<file path="config.mk">
export PLATFORM = sky130hd
export DESIGN_NAME = onehot_label_streamer
export DESIGN_NICKNAME = d
export VERILOG_FILES = /design/src/rtl/onehot_label_streamer.sv
export SDC_FILE = /design/constraint.sdc
export NUM_CORES = 1
export LEC_CHECK = 0
export CAP_MARGIN = 20
export CORE_MARGIN = 5
export CORE_UTILIZATION = 32
export DETAILED_ROUTE_END_ITERATION = 6
export MAX_ROUTING_LAYER = met4
export PLACE_DENSITY = 0.62
export SLEW_MARGIN = 20
export SYNTH_ARGS = -nofsm -noshare
export SYNTH_HDL_FRONTEND = slang
export SYNTH_SLANG_ARGS = --single-unit
</file>
<file path="constraint.sdc">
create_clock -name clk -period 1.5 [get_ports clk]
set_clock_uncertainty 0.15 [all_clocks]
set_input_delay 0.375 -clock clk [delete_from_list [all_inputs] [get_ports clk]]
set_output_delay 0.375 -clock clk [all_outputs]
set_load 0.01 [all_outputs]
</file>
<file path="src/rtl/onehot_label_streamer.sv">
// Expands a class index into a DIM-element one-hot target vector and streams it one element per beat.
// Optional build macro LABEL_SMOOTH_EN replaces the hot/cold constants with label-smoothed values.
module onehot_label_streamer #(
  parameter int DATA_W     = 32,
  parameter int DIM        = 10,
  parameter int HOT_VAL    = 65536,
  parameter int COLD_VAL   = 0,
  parameter int SMOOTH_EPS = 6554,
  localparam int IDX_W     = $clog2(DIM)
) (
  input  logic                     clk,
  input  logic                     rst,
  input  logic [IDX_W-1:0]         idx_in,
  input  logic                     idx_valid,
  output logic                     idx_ready,
  output logic signed [DATA_W-1:0] out_data,
  output logic [IDX_W-1:0]         out_pos,
  output logic                     out_valid,
  input  logic                     out_ready,
  output logic                     out_last,
  output logic                     err_range,
  output logic [15:0]              frame_cnt
);

  localparam logic [0:0] S_IDLE   = 1'b0;
  localparam logic [0:0] S_STREAM = 1'b1;

`ifdef LABEL_SMOOTH_EN
  // Smoothing mass is taken from the hot class and spread evenly over the DIM-1 cold classes.
  localparam int HOT_INT  = HOT_VAL - SMOOTH_EPS;
  localparam int COLD_INT = COLD_VAL + (SMOOTH_EPS / (DIM - 1));
`else
  localparam int HOT_INT  = HOT_VAL;
  localparam int COLD_INT = COLD_VAL;
`endif

  localparam logic signed [DATA_W-1:0] HOT_C  = DATA_W'(HOT_INT);
  localparam logic signed [DATA_W-1:0] COLD_C = DATA_W'(COLD_INT);
  localparam logic [IDX_W:0]           DIM_C  = (IDX_W + 1)'(DIM);
  localparam logic [IDX_W-1:0]         LAST_C = IDX_W'(DIM - 1);

  logic [0:0]               state_q, state_d;
  logic [IDX_W-1:0]         idx_q, idx_d;
  logic [IDX_W-1:0]         pos_q, pos_d;
  logic signed [DATA_W-1:0] data_q, data_d;
  logic                     valid_q, valid_d;
  logic                     last_q, last_d;
  logic                     err_q, err_d;
  logic [15:0]              frame_q, frame_d;
  logic [IDX_W-1:0]         pos_nxt;

  assign idx_ready = (state_q == S_IDLE) && !rst;
  assign pos_nxt   = pos_q + 1'b1;

  always_comb begin
    // NOTE: every next-state signal gets its hold value first so no path can infer a latch.
    state_d = state_q;
    idx_d   = idx_q;
    pos_d   = pos_q;
    data_d  = data_q;
    valid_d = valid_q;
    last_d  = last_q;
    err_d   = 1'b0;
    frame_d = frame_q;
    case (state_q)
      S_IDLE: begin
        if (idx_valid) begin
          if ({1'b0, idx_in} < DIM_C) begin
            idx_d   = idx_in;
            pos_d   = '0;
            data_d  = (idx_in == '0) ? HOT_C : COLD_C;
            last_d  = 1'b0;
            valid_d = 1'b1;
            state_d = S_STREAM;
          end else begin
            err_d = 1'b1;
          end
        end
      end
      default: begin
        // Outputs only move on an accepted beat, so a stalled beat holds stable.
        if (out_ready) begin
          if (last_q) begin
            frame_d = frame_q + 16'd1;
            valid_d = 1'b0;
            last_d  = 1'b0;
            pos_d   = '0;
            data_d  = '0;
            state_d = S_IDLE;
          end else begin
            pos_d  = pos_nxt;
            data_d = (pos_nxt == idx_q) ? HOT_C : COLD_C;
            last_d = (pos_nxt == LAST_C);
          end
        end
      end
    endcase
  end

  always_ff @(posedge clk) begin
    // NOTE: sequential state uses non-blocking assignments so all registers update from pre-edge values.
    if (rst) begin
      state_q <= S_IDLE;
      idx_q   <= '0;
      pos_q   <= '0;
      data_q  <= '0;
      valid_q <= 1'b0;
      last_q  <= 1'b0;
      err_q   <= 1'b0;
      frame_q <= '0;
    end else begin
      state_q <= state_d;
      idx_q   <= idx_d;
      pos_q   <= pos_d;
      data_q  <= data_d;
      valid_q <= valid_d;
      last_q  <= last_d;
      err_q   <= err_d;
      frame_q <= frame_d;
    end
  end

  assign out_data  = data_q;
  assign out_pos   = pos_q;
  assign out_valid = valid_q;
  assign out_last  = last_q;
  assign err_range = err_q;
  assign frame_cnt = frame_q;

endmodule
</file>
==> results.sh, run 1 <==
export IMPL_status="complete, but fails checks"
export IMPL_violations="setup timing"
export IMPL_drv_slew=0
export IMPL_arrival_ps=1600
export IMPL_fillers=498
export IMPL_grt_max_degree=30
export IMPL_slowest_delay_ps=500
export IMPL_synth_top_cell_area_share=0.355
export IMPL_path_buf_inv=0
export IMPL_yosys_warnings=0
export IMPL_hp_class="flip-flop to flip-flop"
export IMPL_synth_top_cell_by_area="dfxtp_1"
export IMPL_synthTopCellsByArea="dfxtp_1, buf_4, a21oi_1, xor2_1, nor2_1"
export IMPL_worstPathMaxFanout=7
export IMPL_dp_worst_setup_slack_ps=-640
export IMPL_h_tree_depth=2
export IMPL_wl_per_cell_um=11.0
export IMPL_yosysMostFrequentCell="buf_4"
export IMPL_design_core_area_um2=5040
export IMPL_wirelength_um=3780
export IMPL_synth_cell_area_um2=1640
export IMPL_die_area_um2=6640
export IMPL_die_h_um=81.5
export IMPL_rows=26
export IMPL_crit_path_end_kind="flip-flop"
export IMPL_cts_path_max_buffers=2
export IMPL_cts_num_sinks=29
export IMPL_r2r_start="frame_cnt[3]"
export IMPL_num_io_pins=64
export IMPL_synth_edf_count=0
export IMPL_hold_viol_final=0
export IMPL_r2r_end="frame_cnt[15]"
export IMPL_crit_path_end="frame_cnt[15]"
export IMPL_p_leak_nw=1.10
export IMPL_post_dp_hpwl_um=2870
export IMPL_critPathTopFamily="simple AND/OR/NAND/NOR gates"
export IMPL_r2r_worst_path_cells=4
export IMPL_clk_pin_slew_worst_paths_ps=60
export IMPL_route_detailed_drc=0
export IMPL_die_w_um=81.5
export IMPL_grt_usage=0.119
export IMPL_grt_pass1_vias=1342
export IMPL_diodes=0
export IMPL_grt_antenna_before_repair=0
export IMPL_grt_pass1_wl_um=5970
export IMPL_fin_ws_ps=-40.9
export IMPL_crit_start="frame_cnt[3]"
export IMPL_criticalPathCategory="flip-flop to flip-flop"
export IMPL_dr_first_iter_drc_count=101
export IMPL_cp_required_ps=1560
export IMPL_cts_root_buf="clkbuf_8"
export IMPL_cp_start_kind="flip-flop"
export IMPL_synth_avg_cell_area_um2=8.39
export IMPL_slowest_stage="or4_1"
export IMPL_tritoncts="done"
export IMPL_synthTopCellsByCount="buf_4, dfxtp_1, a21oi_1, nor2_1, nand2_1"
export IMPL_antenna_left=0
export IMPL_drive_gt1_frac=0.357
export IMPL_num_vias=1476
export IMPL_setup_viol=5
export IMPL_first_pass_iters=4
export IMPL_maxCapViolations=0
export IMPL_r2r_setup_slack_ps=-40
export IMPL_gp_congestion=0.788
export IMPL_synth_async_reset_ratio=0
export IMPL_syn_inst=195
export IMPL_synth_seq_cells=29
export IMPL_stdcell_count=342
export IMPL_grt_overflow_total=0
export IMPL_layout_min_cycle_time_ps=1540
export IMPL_rsz0062_at_grt="yes"
export IMPL_path_cells="and4_4 -> nand3_4 -> or4_1 -> a21oi_1"
export IMPL_cts_buffers=5
export IMPL_clk_latency_ps=280
export IMPL_ir_drop_uv=504
export IMPL_period_share=1.03
export IMPL_max_freq_ghz=0.649
export IMPL_start_util=0.325
export IMPL_synth_flop_cell="dfxtp_1"
export IMPL_cp_depth=4
export IMPL_yosysUniqueCellTypes=36
export IMPL_final_nets=282
export IMPL_viasPerCell=4.32
export IMPL_dp_cells=330
export IMPL_p_per_area_nw_per_um2=732
export IMPL_io_buffer_count=32
export IMPL_areaGrowthSynthToFinish_pct=49.9
export IMPL_yosysSeqAreaShare=0.355
what timing repair did:
item,in CTS,in global routing
pin swaps,11,5
setup endpoints to repair,46,21
gates resized for setup,50,28
hold buffers,0,0
setup buffers,2,2
state kept, by name (all words and copies together) (netlist names):
signal,flops
err_range,1
frame_cnt,16
idx_q,4
out_data,1
out_last,1
out_pos,4
out_valid,1
state_q,1
final cells by class:
type / count / area, um2 / share of cell area
clock inverter: 2 / 33.8 / 0.0138
tap: 70 / 87.6 / 0.0357
inverter: 4 / 17.5 / 0.00714
sequential: 29 / 613 / 0.250
clock buffer: 6 / 72.6 / 0.0296
timing repair buffer: 76 / 619 / 0.252
multi-input combinational: 155 / 1010 / 0.412
logic make-up after synthesis:
family                     count (synthesis)  share of synthesized area
xor gates and xnor gates                  14                     0.0833
AOI/OAI and AO/OA                         33                      0.111
buffers and inverters                     41                      0.170
muxes                                      1                    0.00612
other                                      1                    0.00229
adders and majority gates                  3                     0.0229
DFF                                       29                      0.355
and+or+nand+nor                           73                      0.249
per-stage QoR:
step,hold WS [ps],util,total power [mW],setup TNS (ps),instance area [um2]
floorplan,299,-,0.990,-141,1810
global placement,313,0.447,1.03,-11250,2250
detailed placement,316,0.447,1.03,-11600,2250
CTS,313,0.472,1.81,-122,2380
global route,329,0.487,1.89,-538,2450
finish,313,0.487,1.80,-126,2450
power by group:
group | switching [mW] | internal (mW) | total (mW)
clock network | 0.285 | 0.489 | 0.774
logic | 0.127 | 0.0982 | 0.225
registers | 0.0155 | 0.781 | 0.796
total | 0.427 | 1.37 | 1.80
metal layers:
layer | vias up | GRT usage | part of all wire
met5 | - | - | 0
met4 | 0 | 0.0557 | 0.014
met3 | 4 | 0.0274 | 0.054
met2 | 45 | 0.175 | 0.48
met1 | 670 | 0.154 | 0.45
li1 | 757 | - | -
how the worst min path moves through the flow:
stage	from	slack [ps]	endpoint	cells after the start
after CTS	out_data[16]	310	out_data[16]	2
after global placement	idx_q[0]	310	idx_q[0]	2
final	out_data[16]	310	out_data[16]	2
after detailed placement	out_data[16]	320	out_data[16]	2
after global routing	out_data[16]	330	out_data[16]	2
after floorplan	idx_q[0]	300	idx_q[0]	2
cells in the final DEF (no fill, tap or decap), drive strengths merged, types with 5 or more instances in the layout:
cell type / netlist / routed
dlygate4sd2: 0 / 18
nor2: 17 / 17
o21ai: 8 / 8
buf: 33 / 46
a21oi: 19 / 19
nand3: 8 / 8
nand2: 17 / 17
conb: 1 / 31
nor3: 5 / 5
xor2: 9 / 9
clkdlybuf4s15: 0 / 6
nand4: 5 / 5
dfxtp: 29 / 29
clkbuf: 4 / 9
worst min-delay path: stages, from the launching register on:
cell and delay, ps:
dfxtp_1 300, inv_1 60, a221oi_2 50
Note: power is estimated with default switching activity, not from simulation.
==> inputs of run 2 (changes only) <==
--- a/config.mk
+++ b/config.mk
@@ -8,9 +8,10 @@
 export CAP_MARGIN = 20
 export CORE_MARGIN = 5
 export CORE_UTILIZATION = 32
+export CTS_CLUSTER_SIZE = 16
 export DETAILED_ROUTE_END_ITERATION = 6
 export MAX_ROUTING_LAYER = met4
-export PLACE_DENSITY = 0.62
+export PLACE_DENSITY = 0.6
 export SLEW_MARGIN = 20
 export SYNTH_ARGS = -nofsm -noshare
 export SYNTH_HDL_FRONTEND = slang
==> constraint.sdc (replaced) <==
create_clock -name clk -period 1.9 [get_ports clk]
set_clock_uncertainty 0.15 [all_clocks]
set_input_delay 0.475 -clock clk [delete_from_list [all_inputs] [get_ports clk]]
set_output_delay 0.475 -clock clk [all_outputs]
set_load 0.01 [all_outputs]
==> run 2 against run 1 <==
  * The run now ends clean
  * Routed wire length is 1.1% lower
  * Critical path depth down 1
  * Core utilization down 4.9 points
==> results.sh, run 2 (synthesized netlist as in run 1, its figures left out) <==
export IMPL_cp_start_kind="input port"
export IMPL_drv_slew=0
export IMPL_largest_register_ffs=16
export IMPL_criticalPathCategory="input port to output port"
export IMPL_gp_congestion=0.749
export IMPL_viasPerCell=4.43
export IMPL_fin_ws_ps=50.6
export IMPL_crit_path_end_kind="output port"
export IMPL_grt_usage=0.118
export IMPL_ir_drop_uv=371
export IMPL_cts_num_sinks=29
export IMPL_finalPower_mw=1.37
export IMPL_critPathTopFamily="buffers and inverters"
export IMPL_dp_cells=311
export IMPL_diodes=0
export IMPL_route_detailed_drc=0
export IMPL_status="completed"
export IMPL_fillers=535
export IMPL_top_layer_used="met4"
export IMPL_grt_pass1_vias=1317
export IMPL_clk_pin_slew_worst_paths_ps=70
export IMPL_antenna_left=0
export IMPL_final_common_cell="conb_1"
export IMPL_first_pass_iters=4
export IMPL_post_dp_hpwl_um=2670
export IMPL_wirelength_um=3740
export IMPL_design_core_area_um2=5040
export IMPL_cts_buffers=5
export IMPL_path_cells="clkdlybuf4s50_1 -> nor2_1 -> clkdlybuf4s15_1"
export IMPL_tritoncts="done"
export IMPL_die_h_um=81.5
export IMPL_path_buf_inv=2
export IMPL_grt_pass1_wl_um=6010
export IMPL_slowest_delay_ps=470
export IMPL_drive_gt1_frac=0.188
export IMPL_met1_length_um=1850
export IMPL_num_io_pins=64
export IMPL_rows=26
export IMPL_num_vias=1418
export IMPL_layout_common_cells="conb_1, dfxtp_1, buf_4, clkdlybuf4s50_1, a21oi_1"
export IMPL_hp_class="flip-flop to flip-flop"
export IMPL_slowest_stage="clkdlybuf4s50_1"
export IMPL_whs_ps=317
export IMPL_cts_root_buf="clkbuf_8"
export IMPL_wl_per_cell_um=11.7
export IMPL_cts_path_max_buffers=2
export IMPL_period_share=0.973
export IMPL_setup_viol=0
export IMPL_stdcell_count=320
export IMPL_grt_antenna_before_repair=0
export IMPL_met2_wirelength_um=1560
export IMPL_die_w_um=81.5
export IMPL_worstPathMaxFanout=2
export IMPL_cp_required_ps=1270
export IMPL_grt_max_degree=30
export IMPL_h_tree_depth=2
export IMPL_die_area_um2=6640
export IMPL_setup_tns_ps=0
export IMPL_dr_wl_met3_um=276
export IMPL_maxCapViolations=0
export IMPL_hold_viol_final=0
export IMPL_rsz0062_at_grt="no"
export IMPL_layout_min_cycle_time_ps=1850
export IMPL_final_nets=260
export IMPL_p_leak_nw=1.05
export IMPL_start_util=0.325
export IMPL_max_freq_ghz=0.541
export IMPL_dp_worst_setup_slack_ps=-358
export IMPL_arrival_ps=1220
export IMPL_utilization=0.438
export IMPL_grt_overflow_total=0
export IMPL_io_buffer_count=32
export IMPL_areaGrowthSynthToFinish_pct=34.9
export IMPL_p_per_area_nw_per_um2=619
export IMPL_clk_latency_ps=280
export IMPL_dr_first_iter_drc_count=69
export IMPL_final_cell_area_um2=2210
export IMPL_placed_cell_area_um2=2050
[run 2: changes by cell type in the layout (fill, tap and decap cells not counted), sizes merged, moves of 2 or more]
cell | previous run | this run
buf | 46 | 22
clkbuf | 9 | 7
clkdlybuf4s15 | 6 | 1
clkdlybuf4s50 | 1 | 20
dlygate4sd2 | 18 | 1
dlymetal6s2s | 2 | 10
[run 2: worst paths after layout]
kind                start            end  slack (ps)  depth (start not counted)
max                   rst      idx_ready          50                          3
min          out_data[16]   out_data[16]         320                          2
max reg2reg  frame_cnt[5]  frame_cnt[13]         190                          4
min reg2reg  out_data[16]   out_data[16]         320                          2
[run 2: where the power goes]
part / total, mW / switching (mW) / leakage, nW / internal, mW
logic: 0.161 / 0.0921 / 0.759 / 0.0686
clock network: 0.574 / 0.247 / 0.0542 / 0.327
registers: 0.633 / 0.0112 / 0.238 / 0.621
[run 2: tightest hold or removal path: cells and delay by family (launching register included)]
| family | cells | cell delay (ps) |
|---|---|---|
| flops | 1 | 310 |
| compound gates | 1 | 60 |
| buf+inv | 1 | 50 |
[run 2: what timing repair did]
action,4_1_cts,5_1_grt
gates resized for setup,9,16
pin swaps,0,5
setup endpoints to repair,12,18
hold buffers,0,0
setup buffers,0,1
[run 2: final cells by class]
type | instances | area, um2 | area share
multi-input combinational | 155 | 905 | 0.410
sequential | 29 | 589 | 0.267
timing repair buffer | 54 | 509 | 0.231
clock buffer | 7 | 96.3 | 0.0437
tap | 70 | 87.6 | 0.0397
inverter | 4 | 15.0 | 0.00680
clock inverter | 1 | 5.00 | 0.00227
[run 2: layer usage]
layer | track usage | vias up
met2 | 0.160 | 43
li1 | - | 714
met5 | - | -
met4 | 0.0507 | 0
met1 | 0.164 | 655
met3 | 0.0318 | 6
==> inputs of run 3 (changes only) <==
--- a/config.mk
+++ b/config.mk
@@ -6,12 +6,12 @@
 export NUM_CORES = 1
 export LEC_CHECK = 0
 export CAP_MARGIN = 20
-export CORE_MARGIN = 5
-export CORE_UTILIZATION = 32
+export CORE_MARGIN = 2
+export CORE_UTILIZATION = 47
 export CTS_CLUSTER_SIZE = 16
 export DETAILED_ROUTE_END_ITERATION = 6
 export MAX_ROUTING_LAYER = met4
-export PLACE_DENSITY = 0.6
+export PLACE_DENSITY = 0.83
 export SLEW_MARGIN = 20
 export SYNTH_ARGS = -nofsm -noshare
 export SYNTH_HDL_FRONTEND = slang
==> run 3 against run 2 <==
  * Routed wire length is 9.8% lower
  * Sequential cell count stayed put
  * Maximum frequency is 0.85% lower
  * Non-clock buffer count is 3 lower
  * Critical path depth is 2 higher
  * Register-to-register slack hardly changed
  * Largest cell class unchanged
  * First-iteration DRC count is 1.4% lower
  * Clock-buffer cell count stayed put
  * Highest routed layer unchanged
==> results.sh, run 3 (synthesized netlist as in run 1, its figures left out) <==
export IMPL_post_cts_setup_buffers=0
export IMPL_viasPerCell=4.97
export IMPL_cts_hold_buf=0
export IMPL_netSwitchingFraction=0.264
export IMPL_tritoncts="done"
export IMPL_first_pass_iters=4
export IMPL_largest_register_ffs=16
export IMPL_dr_first_iter_drc_count=68
export IMPL_design_core_area_um2=3340
export IMPL_layout_min_cycle_time_ps=1870
export IMPL_ir_drop_uv=365
export IMPL_dp_cells=285
export IMPL_final_common_cell="conb_1"
export IMPL_final_cell_area_um2=2120
export IMPL_fillers=293
export IMPL_grt_overflow_total=0
export IMPL_wl_per_cell_um=11.5
export IMPL_drive_gt1_frac=0.202
export IMPL_die_w_um=63.0
export IMPL_route_detailed_drc=0
export IMPL_clk_pin_slew_worst_paths_ps=100
export IMPL_wirelength_um=3370
export IMPL_grt_max_degree=30
export IMPL_io_buffer_count=32
export IMPL_areaGrowthSynthToFinish_pct=29.6
export IMPL_p_leak_nw=1.07
export IMPL_grt_antenna_before_repair=0
export IMPL_antenna_left=0
export IMPL_cp_required_ps=2020
export IMPL_setup_viol=0
export IMPL_num_io_pins=64
export IMPL_final_nets=257
export IMPL_period_share=0.982
export IMPL_rows=21
export IMPL_num_vias=1455
export IMPL_max_freq_ghz=0.536
export IMPL_utilization=0.636
export IMPL_arrival_ps=1980
export IMPL_worstPathMaxFanout=6
export IMPL_clk_latency_ps=330
export IMPL_grt_pass1_vias=1251
export IMPL_drv_slew=0
export IMPL_cp_start_kind="input port"
export IMPL_die_h_um=63.0
export IMPL_grt_pass1_wl_um=5620
export IMPL_hold_viol_final=0
export IMPL_criticalPathCategory="input port to flip-flop"
export IMPL_r2r_setup_slack_ps=200
export IMPL_cts_num_sinks=29
export IMPL_stdcell_count=293
export IMPL_placed_cell_area_um2=2010
export IMPL_die_area_um2=3970
export IMPL_netSwitchingPower_mw=0.322
export IMPL_maxCapViolations=0
export IMPL_p_int_mw=0.899
export IMPL_crit_path_end_kind="flip-flop"
export IMPL_start_util=0.490
export IMPL_grt_usage=0.182
export IMPL_status="completed"
export IMPL_cts_root_buf="clkbuf_4"
export IMPL_finalPower_mw=1.22
export IMPL_h_tree_depth=2
export IMPL_p_per_area_nw_per_um2=576
export IMPL_gp_congestion=0.797
export IMPL_post_dp_hpwl_um=2490
export IMPL_diodes=0
export IMPL_hp_class="flip-flop to flip-flop"
export IMPL_whs_ps=340
export IMPL_clkPwrFrac=0.355
export IMPL_sequentialPowerShare=0.517
export IMPL_rsz0062_at_grt="no"
export IMPL_cts_path_max_buffers=2
export IMPL_layout_common_cells="conb_1, buf_4, dfxtp_1, nor2_1, a21oi_1"
export IMPL_cts_buffers=5
export IMPL_combPwrFrac=0.128
-- run 3: changes by cell type in the layout (fill, tap and decap cells not counted), sizes merged --
cell           change
clkbuf             +1
dlygate4sd2        +7
clkdlybuf4s50      -7
buf                -3
clkdlybuf4s15      -1
-- run 3: routing by layer --
layer  track usage  part of all wire
met2         0.291              0.49
met1         0.220              0.45
met4        0.0667             0.012
met3        0.0486             0.053
met5             -                 0
-- run 3: worst max-delay path, stage by stage --
cell and delay (ps):
clkdlybuf4s50_1 500, and4_4 290, nand2_4 80, or4_1 500, a21oi_1 150
-- run 3: final timing paths --
path | from | to | depth (start not counted)
worst max register to register | frame_cnt[4] | frame_cnt[13] | 4
worst min-delay path | out_data[16] | out_data[16] | 2
worst min register to register | out_data[16] | out_data[16] | 2
worst max-delay path | out_ready | frame_cnt[14] | 5
-- run 3: stage by stage --
stage               setup WS, ps  setup TNS, ps
finish                      34.8              0
global placement            -352          -4540
global route                2.44              0
floorplan                    181              0
CTS                        0.905              0
detailed placement          -381          -5250
-- run 3: power groups by stage --
stage / sequential (mW) / combinational (mW) / clock, mW
after floorplan: 0.646 / 0.136 / 0
after global placement: 0.645 / 0.151 / 0
after detailed placement: 0.646 / 0.154 / 0
after CTS: 0.631 / 0.154 / 0.440
after global routing: 0.634 / 0.172 / 0.468
final: 0.631 / 0.156 / 0.434
-- run 3: layout make-up --
class	instances	area (um2)	area share
well taps	46	57.6	0.0271
multi-input cells	155	908	0.428
repair buffers	51	473	0.223
clock buffers	7	65.1	0.0307
clock inverters	1	5.00	0.00236
flip-flops and latches	29	597	0.281
inverters	4	15.0	0.00708
-- run 3: what timing repair did --
action	4_1_cts	5_1_grt
pin swaps	0	0
setup endpoints to repair	23	19
resized for setup	22	17
